File: src/rtl/booth_pkg.sv
// Shared types and helpers for the radix-4 Booth sequential multiplier.
package booth_pkg;

   // Controller states
   typedef enum logic [1:0] {
      IDLE,
      RUN,
      DONE
   } state_t;

   // Radix-4 Booth digit values
   typedef enum logic [2:0] {
      ZERO,
      POS1,
      POS2,
      NEG1,
      NEG2
   } digit_t;

   // Number of Booth digits retired for a given operand width
   function automatic int unsigned iter_count(input int unsigned width);
      return width / 2 + 1;
   endfunction

   // Map the overlapping triplet {b[2i+1], b[2i], b[2i-1]} to its digit
   function automatic digit_t decode_triplet(input logic [2:0] triplet);
      digit_t d;
      case (triplet)
         3'b001, 3'b010: d = POS1;
         3'b011:         d = POS2;
         3'b100:         d = NEG2;
         3'b101, 3'b110: d = NEG1;
         default:        d = ZERO;
      endcase
      return d;
   endfunction

endpackage

File: src/rtl/booth_r4_digit.sv
// One Booth digit: selects 0, +-a or +-2a from the extended multiplicand.
// Negative digits come out in one's complement with neg_c as the +1 carry,
// so the accumulator adder absorbs the two's-complement increment.
module booth_r4_digit
   import booth_pkg::*;
#(
   parameter int unsigned WIDTH = 8
) (
   input  logic [2:0]       triplet,
   input  logic [WIDTH+1:0] mcand,
   output logic [WIDTH+2:0] pp_c,
   output logic             neg_c
);

   localparam int unsigned PW = WIDTH + 3;

   digit_t          digit;
   logic [PW-1:0]   one_x;
   logic [PW-1:0]   two_x;
   logic [PW-1:0]   mag;

   // Decode the triplet and select the partial-product magnitude and sign
   always_comb begin
      digit = decode_triplet(triplet);
      one_x = {mcand[WIDTH+1], mcand};
      two_x = {mcand, 1'b0};
      mag   = '0;
      neg_c = 1'b0;
      case (digit)
         POS1: mag = one_x;
         POS2: mag = two_x;
         NEG1: begin
            mag   = one_x;
            neg_c = 1'b1;
         end
         NEG2: begin
            mag   = two_x;
            neg_c = 1'b1;
         end
         default: mag = '0;
      endcase
      pp_c = neg_c ? ~mag : mag;
   end

endmodule

File: src/rtl/booth_r4_seq_mult.sv
// Iterative radix-4 Booth multiplier: one digit per enabled cycle, exact
// 2*WIDTH-bit signed or unsigned product, start/busy/done handshake.
// WIDTH must be even and at least 4.
module booth_r4_seq_mult
   import booth_pkg::*;
#(
   parameter int unsigned WIDTH = 8
) (
   input  logic               clk,
   input  logic               rst_n,
   input  logic               ena,
   input  logic               start,
   input  logic               signed_mode,
   input  logic [WIDTH-1:0]   a,
   input  logic [WIDTH-1:0]   b,
   output logic               busy,
   output logic               done,
   output logic [2*WIDTH-1:0] product
);

   localparam int unsigned EW   = WIDTH + 2;
   localparam int unsigned PW   = WIDTH + 3;
   localparam int unsigned AW   = 2 * WIDTH + 4;
   localparam int unsigned RW   = 2 * WIDTH;
   localparam int unsigned N    = iter_count(WIDTH);
   localparam int unsigned CW   = $clog2(N + 1);
   localparam logic [CW-1:0] LAST = CW'(N - 1);

   state_t          state;
   logic [EW-1:0]   a_ext;
   logic [EW-1:0]   b_ext;
   logic [EW-1:0]   mcand;
   logic [EW-1:0]   mplier;
   logic            b_prev;
   logic [CW-1:0]   cnt;
   logic [AW-1:0]   acc;
   logic [AW-1:0]   pp_ext;
   logic [AW-1:0]   addend;
   logic [AW-1:0]   carry;
   logic [AW-1:0]   sum;
   logic [AW-1:0]   acc_next;
   logic [PW-1:0]   pp;
   logic            neg;

   // Extend operands to WIDTH+2 bits so unsigned inputs need no special case
   always_comb begin
      a_ext = signed_mode ? {{2{a[WIDTH-1]}}, a} : {2'b00, a};
      b_ext = signed_mode ? {{2{b[WIDTH-1]}}, b} : {2'b00, b};
   end

   booth_r4_digit #(
      .WIDTH (WIDTH)
   ) u_digit (
      .triplet ({mplier[1:0], b_prev}),
      .mcand   (mcand),
      .pp_c    (pp),
      .neg_c   (neg)
   );

   // Add the digit's partial product at the top, then shift right by one digit;
   // after N steps the lowest digit has landed at bit 0 with nothing lost.
   always_comb begin
      pp_ext   = {{(AW - PW){pp[PW-1]}}, pp};
      addend   = pp_ext << (WIDTH + 2);
      carry    = AW'(neg) << (WIDTH + 2);
      sum      = acc + addend + carry;
      acc_next = {{2{sum[AW-1]}}, sum[AW-1:2]};
   end

   // Controller, digit counter, accumulator and registered outputs
   always_ff @(posedge clk or negedge rst_n) begin
      if (!rst_n) begin
         state   <= IDLE;
         busy    <= 1'b0;
         done    <= 1'b0;
         product <= '0;
         mcand   <= '0;
         mplier  <= '0;
         b_prev  <= 1'b0;
         cnt     <= '0;
         acc     <= '0;
      end else if (ena) begin
         case (state)
            IDLE: begin
               done <= 1'b0;
               if (start) begin
                  mcand   <= a_ext;
                  mplier  <= b_ext;
                  b_prev  <= 1'b0;
                  cnt     <= '0;
                  acc     <= '0;
                  product <= '0;
                  busy    <= 1'b1;
                  state   <= RUN;
               end
            end
            RUN: begin
               acc    <= acc_next;
               mplier <= {2'b00, mplier[EW-1:2]};
               b_prev <= mplier[1];
               cnt    <= cnt + CW'(1);
               if (cnt == LAST) begin
                  product <= acc_next[RW-1:0];
                  busy    <= 1'b0;
                  done    <= 1'b1;
                  state   <= DONE;
               end
            end
            DONE: begin
               done  <= 1'b0;
               state <= IDLE;
            end
            default: begin
               busy  <= 1'b0;
               done  <= 1'b0;
               state <= IDLE;
            end
         endcase
      end
   end

endmodule

File: config.mk
export PLATFORM = sky130hd
export DESIGN_NAME = booth_r4_seq_mult
export DESIGN_NICKNAME = d
export VERILOG_FILES = /design/src/rtl/booth_pkg.sv /design/src/rtl/booth_r4_digit.sv /design/src/rtl/booth_r4_seq_mult.sv
export SDC_FILE = /design/constraint.sdc
export NUM_CORES = 1
export LEC_CHECK = 0
export ABC_AREA = 1
export CAP_MARGIN = 20
export CORE_MARGIN = 2
export CORE_UTILIZATION = 56
export CTS_CLUSTER_DIAMETER = 80
export DETAILED_ROUTE_END_ITERATION = 10
export HOLD_SLACK_MARGIN = 0.12
export PLACE_DENSITY = 0.76
export RECOVER_POWER = 100
export SETUP_SLACK_MARGIN = 0.1
export SLEW_MARGIN = 20
export SYNTH_ARGS = -nofsm -noshare
export SYNTH_HDL_FRONTEND = slang
export SYNTH_SLANG_ARGS = --single-unit
File: constraint.sdc
create_clock -name clk -period 4.2 [get_ports clk]
set_clock_uncertainty 0.05 [all_clocks]
set_input_delay 1.26 -clock clk [delete_from_list [all_inputs] [get_ports clk]]
set_output_delay 1.26 -clock clk [all_outputs]
set_load 0.05 [all_outputs]
After elaboration in Yosys (flattened, before gate mapping):

Cells that the tools add are included.

* shift-type cells: 0
* order comparisons: 0
* divide/modulo/power cells: 0
* muxes and demuxes: 25
* add/subtract/negate cells: 3
* equality and inequality tests: 15
* reduce and logical (&&, ||, !) cells: 13
* bitwise operators: 2
* multipliers: 0

Operator list (count)
* $mux 10: 4
* $pmux 10 s2: 2
* $pmux 20 s2: 1
* $mux 16: 2
* $pmux 16 s2: 1
* $add 20x11->20: 1
* $add 20x20->20: 1
* $mux 20: 1
* $eq 3x3->1 const B: 5
* $eq 3x2->1 const B: 4
* $pmux 3 s4: 1
* $not 10->10: 1
* $reduce_or 2->1: 5
* $reduce_and 3->1: 3
* $reduce_and 4->1: 2
* $eq 3x1->1 const B: 2
* $mux 1: 6
* $pmux 3 s2: 1
* $mux 2: 2
* $ne 2x2->1 const B: 2
* $pmux 2 s2: 1
* $add 3x1->3 const B: 1
* $mux 3: 1
* $pmux 1 s3: 1
* 7 further kinds: 7

* output and inout bits: 18
* RAM bits: 0
* register bits after elaboration: 64
* ROM bits: 0
* bits in latches: 0
* memories kept: 0

Longest topological paths before layout:

* depth in word-level cells: 12
* depth in mapped cells: 20

Modules after synthesis:

A second synthesis with hierarchy kept.

* cell total of the unflattened synthesis: 417
* area total of the unflattened synthesis: 3260.6 um2

By module, submodules not included
* booth_r4_seq_mult: instances 1, area each 2935.3 um2, sequential area each 1451.4 um2, cells an instance 348
* booth_r4_digit: instances 1, area each 325.3 um2, sequential area each 0.0 um2, cells an instance 69

Worst setup path before layout:

No wires, ideal clock.

* path kind: register -> register
* start: reg mplier[0]
* end: reg acc[18]
* path slack: 1.281 ns
* data arrival time: 2.752 ns
* period minus slack after synthesis: 2.919 ns
* stages on the path, launching flop included: 16
* path through: dfrtp_1 > inv_1 > ha_1 > nor2_1 > nand3_1 > o22ai_1 > xor2_1 > ha_1 > ha_1 > fa_1 > nand3_1 > o211ai_1 > a21oi_1 > nand3_1 > nand3_1 > nand2_1

* cells in the longest elaborated chain, start to end: 11

RTL lines
* from (decl): line booth_r4_seq_mult.sv:33 `logic [EW-1:0] mplier;`
* from (signal assigned): line booth_r4_seq_mult.sv:88 `mplier <= b_ext;`
* from (signal assigned): line booth_r4_seq_mult.sv:99 `mplier <= {2'b00, mplier[EW-1:2]};`
* $eq 3x3->1, or another cell as far along: line booth_pkg.sv:28 `case (triplet)`
* $reduce_or 2->1: line booth_pkg.sv:28
* $pmux 3 s4 *: line booth_pkg.sv:28
* $eq 3x2->1, or another cell as far along: line booth_r4_digit.sv:29 `case (digit)`
* $reduce_or 2->1 (no line)
* $pmux 10 s2: line booth_r4_digit.sv:29
* $not 10->10: line booth_r4_digit.sv:42 `pp_c = neg_c ? ~mag : mag;`
* $mux 10: line booth_r4_digit.sv:42
* $add 20x20->20: line booth_r4_seq_mult.sv:66 `sum = acc + addend + carry;`
* $add 20x11->20 *: line booth_r4_seq_mult.sv:66
* $pmux 20 s2 *: line booth_r4_seq_mult.sv:83 `case (state)`
* to (signal assigned): line booth_r4_seq_mult.sv:98 `acc <= acc_next;`
* to (decl): line booth_r4_seq_mult.sv:36 `logic [AW-1:0] acc;`

Every way passes the cells marked *; elsewhere a longest branch is shown, timed or not.
A chain may end at the register's enable or synchronous reset.

Worst setup path in the final report:

* start: in ena
* end: reg product[7]

* cells in the longest elaborated chain, start to end: 1

RTL lines
* from (decl): line booth_r4_seq_mult.sv:11 `input logic ena,`
* $reduce_and 4->1 (no line)
* to (signal assigned): line booth_r4_seq_mult.sv:103 `product <= acc_next[RW-1:0];`
* to (decl): line booth_r4_seq_mult.sv:18 `output logic [2*WIDTH-1:0] product`

Every way passes these cells.

==> flow_summary_export.csv <==
group,metric,value,unit
clock_network,tritoncts,"done",
drt,drc_errors,0,
clock_network,cts_sinks,58,
critical_path,arrival,3580,ps
drt,wl,6670,um
sta,tightest_slew,1480,ps
drt,routedWlPerCell,13.7,um
clock_network,clk_path_buf_depth,2,
synthesis,synth_cells,371,
synthesis,netlist_area,0.00315,mm2
power,seq_power_share,0.284,
power,power_frac_comb,0.572,
synthesis,ys_warn_count,0,
cells_and_area,area_growth,17.8,%
power,sw_frac_of_total,0.489,
sta,finalCriticalPeriod,3400,ps
sta,fmax,294,MHz
die,io_pins,39,
placement,dp_hpwl,4820,um
sta,rsz0062_at_grt,"no",
synthesis,netlist-cell-type-count,28,
sta,fin_setup_tns,0,ps
clock_network,cts_buffers,9,
synthesis,avgSynthCellArea,8.49,um2
global_route,grt_use_total,0.240,
critical_path,worst_ep_required_time,4380,ps
die,start_util,0.575,
critical_path,worstPathMaxFanout,29,
cells_and_area,fillCellCount,458,
cells_and_area,drive_above_1_share,0.0529,
clock_network,htreeDepth,3,
power,ir_worst_vdd,0.509,mV
clock_network,cts_setup_buffers,0,
sta,fin_crit_sh,0.810,
die,core.rowCount,27,
status,status,"completed",
placement,port_buffers,38,
critical_path,worst_setup_path_start_kind,"primary input",
power,p_sw,0.00149,W
hold_path,hold_class,"reg2reg",
drt,ant_nets,0,
synthesis,syn-num-nets,415,
clock_network,cts_resized,0,
critical_path,path_class,"in2reg",
placement,place.gp.congestion,0.904,
cells_and_area,nets,455,
global_route,grt_max_degree,32,
global_route,grt_pass1_vias,2461,
clock_network,clkTransAtPathRegs,60,ps
drt,dr.pass1.iters,4,
global_route,antenna_found_initial,0,
cells_and_area,finish.utilization,0.678,
drt,avgViaCountPerCell,5.28,
drt,vias,2577,
global_route,grt_first_pass_wirelength,11400,um
die,die_h,79.0,um
critical_path,cp_slowest_cell,"dlygate4sd3_1",
run,drv_cap,0,
cells_and_area,diodes,0,
power,p_per_area,824,mW/mm2
die,dieWidth,79.0,um
synthesis,ys_async_sr_fraction,1.00,
die,die_area,0.00624,mm2
clock_network,holdBufCountCts,0,
synthesis,synth_edf_count,0,
critical_path,critPathMaxStageDelay,560,ps
power,intPower,0.00156,W
synthesis,synth-seq-cells,58,
sta,drv_slew,0,
synthesis,synth_ff_type,"dfrtp_1",
clock_network,insertion_delay,340,ps
critical_path,path_cells,"dlygate4sd3_1, nand3_1, inv_1, nor2_8, inv_6, nand2_2, inv_1, nand2_1, nand2_1",
sta,slew_headroom,0.0164,
power,leakage,1.93,nW
power,clkPwrFrac,0.144,
die,core_area,0.00547,mm2
clock_network,cts_root_buf,"clkbuf_8",
synthesis,ys_seq_area_frac,0.461,
drt,first_iter_violations,166,
global_route,gr-total-overflow,0,
sta,setup_viol,0,
critical_path,end_kind,"flip-flop",
power,p_total,0.00306,W
sta,finalHoldViolCount,0,
[placed cells by master (no fill, tap or decap)]
master	instances
a22oi_1	7
nand3_1	14
nor2_4	1
inv_4	1
ha_1	22
nor2_1	11
clkinv_2	3
nor2_8	2
inv_1	51
nand2_2	1
clkbuf_1	4
fa_1	1
o21ai_0	45
nand4_1	7
o21a_1	1
xor2_1	9
clkdlybuf4s50_1	18
dlygate4sd3_1	19
nand2_1	99
inv_6	1
o22ai_1	11
clkbuf_8	10
o31ai_1	4
a21oi_1	11
inv_2	2
dfrtp_1	58
a31oi_1	1
o211ai_1	1
clkbuf_2	1
[area by class of cell]
type,instances,area (um2),area share
Tap cell,72,90.1,0.0243
Clock inverter,3,15.0,0.00405
Multi-Input combinational cell,248,1410,0.380
Timing Repair Buffer,39,379,0.102
Sequential cell,58,1450,0.391
Inverter,55,214,0.0577
Clock buffer,13,149,0.0401
[registers in the layout (all words and copies together) (netlist names)]
register / count
acc: 16
b_prev: 1
busy: 1
cnt: 3
done: 1
mcand: 9
mplier: 9
product: 16
state: 2
[power groups by stage]
stage               Combinational (W)  Sequential [W]  Clock (W)
global route                  0.00199        0.000893   0.000473
floorplan                     0.00120         0.00101          0
global placement              0.00172        0.000869          0
detailed placement            0.00175        0.000878          0
CTS                           0.00177        0.000870   0.000447
finish                        0.00175        0.000868   0.000440
[stage by stage]
stage | setup slack (ps) | std cells | hold slack (ps) | instance area (um2)
after floorplan | 1280 | 371 | 400 | 3150
after global placement | 903 | 472 | 413 | 3560
after detailed placement | 792 | 472 | 419 | 3560
after CTS | 896 | 488 | 435 | 3730
after global routing | 541 | 488 | 463 | 3710
final | 797 | 488 | 429 | 3710
[kinds of logic (layout without fill, tap and decap cells)]
family                   after synthesis  in the layout  share of synthesized area
AND/OR/NAND/NOR                      135            135                      0.187
AO/OA/AOI/OAI                         81             81                      0.146
buffers and inverters                 65            110                     0.0870
XOR/XNOR                               9              9                     0.0250
flip-flops                            58             58                      0.461
adder cells (fa/ha/maj)               23             23                     0.0938
[final timing paths]
kind | startpoint | endpoint | slack [ps] | cells past startpoint
worst max-delay path | ena | product[7] | 800 | 9
min in group asynchronous | rst_n | product[2] | 1210 | 1
worst min register to register | product[7] | product[7] | 430 | 2
worst max register to register | mplier[0] | acc[18] | 870 | 15
worst min-delay path | product[7] | product[7] | 430 | 2
max in group asynchronous | rst_n | state[0] | 1420 | 2
[layer usage]
layer,GRT usage,part of all wire
met5,0,0
met1,0.315,0.44
met4,0.119,0.030
met3,0.0511,0.043
met2,0.379,0.49
[synthesized netlist by cell type, types with 2 or more instances]
library cell	number	share of area
nand2_1	99	0.12
dfrtp_1	58	0.46
inv_1	50	0.060
o21ai_0	43	0.068
ha_1	22	0.087
nand3_1	13	0.021
a21oi_1	11	0.017
nor2_1	11	0.013
o22ai_1	11	0.022
xor2_1	9	0.025
a22oi_1	7	0.017
nand4_1	7	0.014
buf_2	6	0.0095
o31ai_1	4	0.0095
inv_2	3	0.0036
buf_6	2	0.0072
clkbuf_1	2	0.0024
nor2_8	2	0.013
o21ai_2	2	0.0056
[critical path: cells and delay by family]
kind / cells / cell delay, ps
buf+inv: 4 / 1210
simple gates: 5 / 1110
Note: power is estimated with default switching activity, not from simulation.
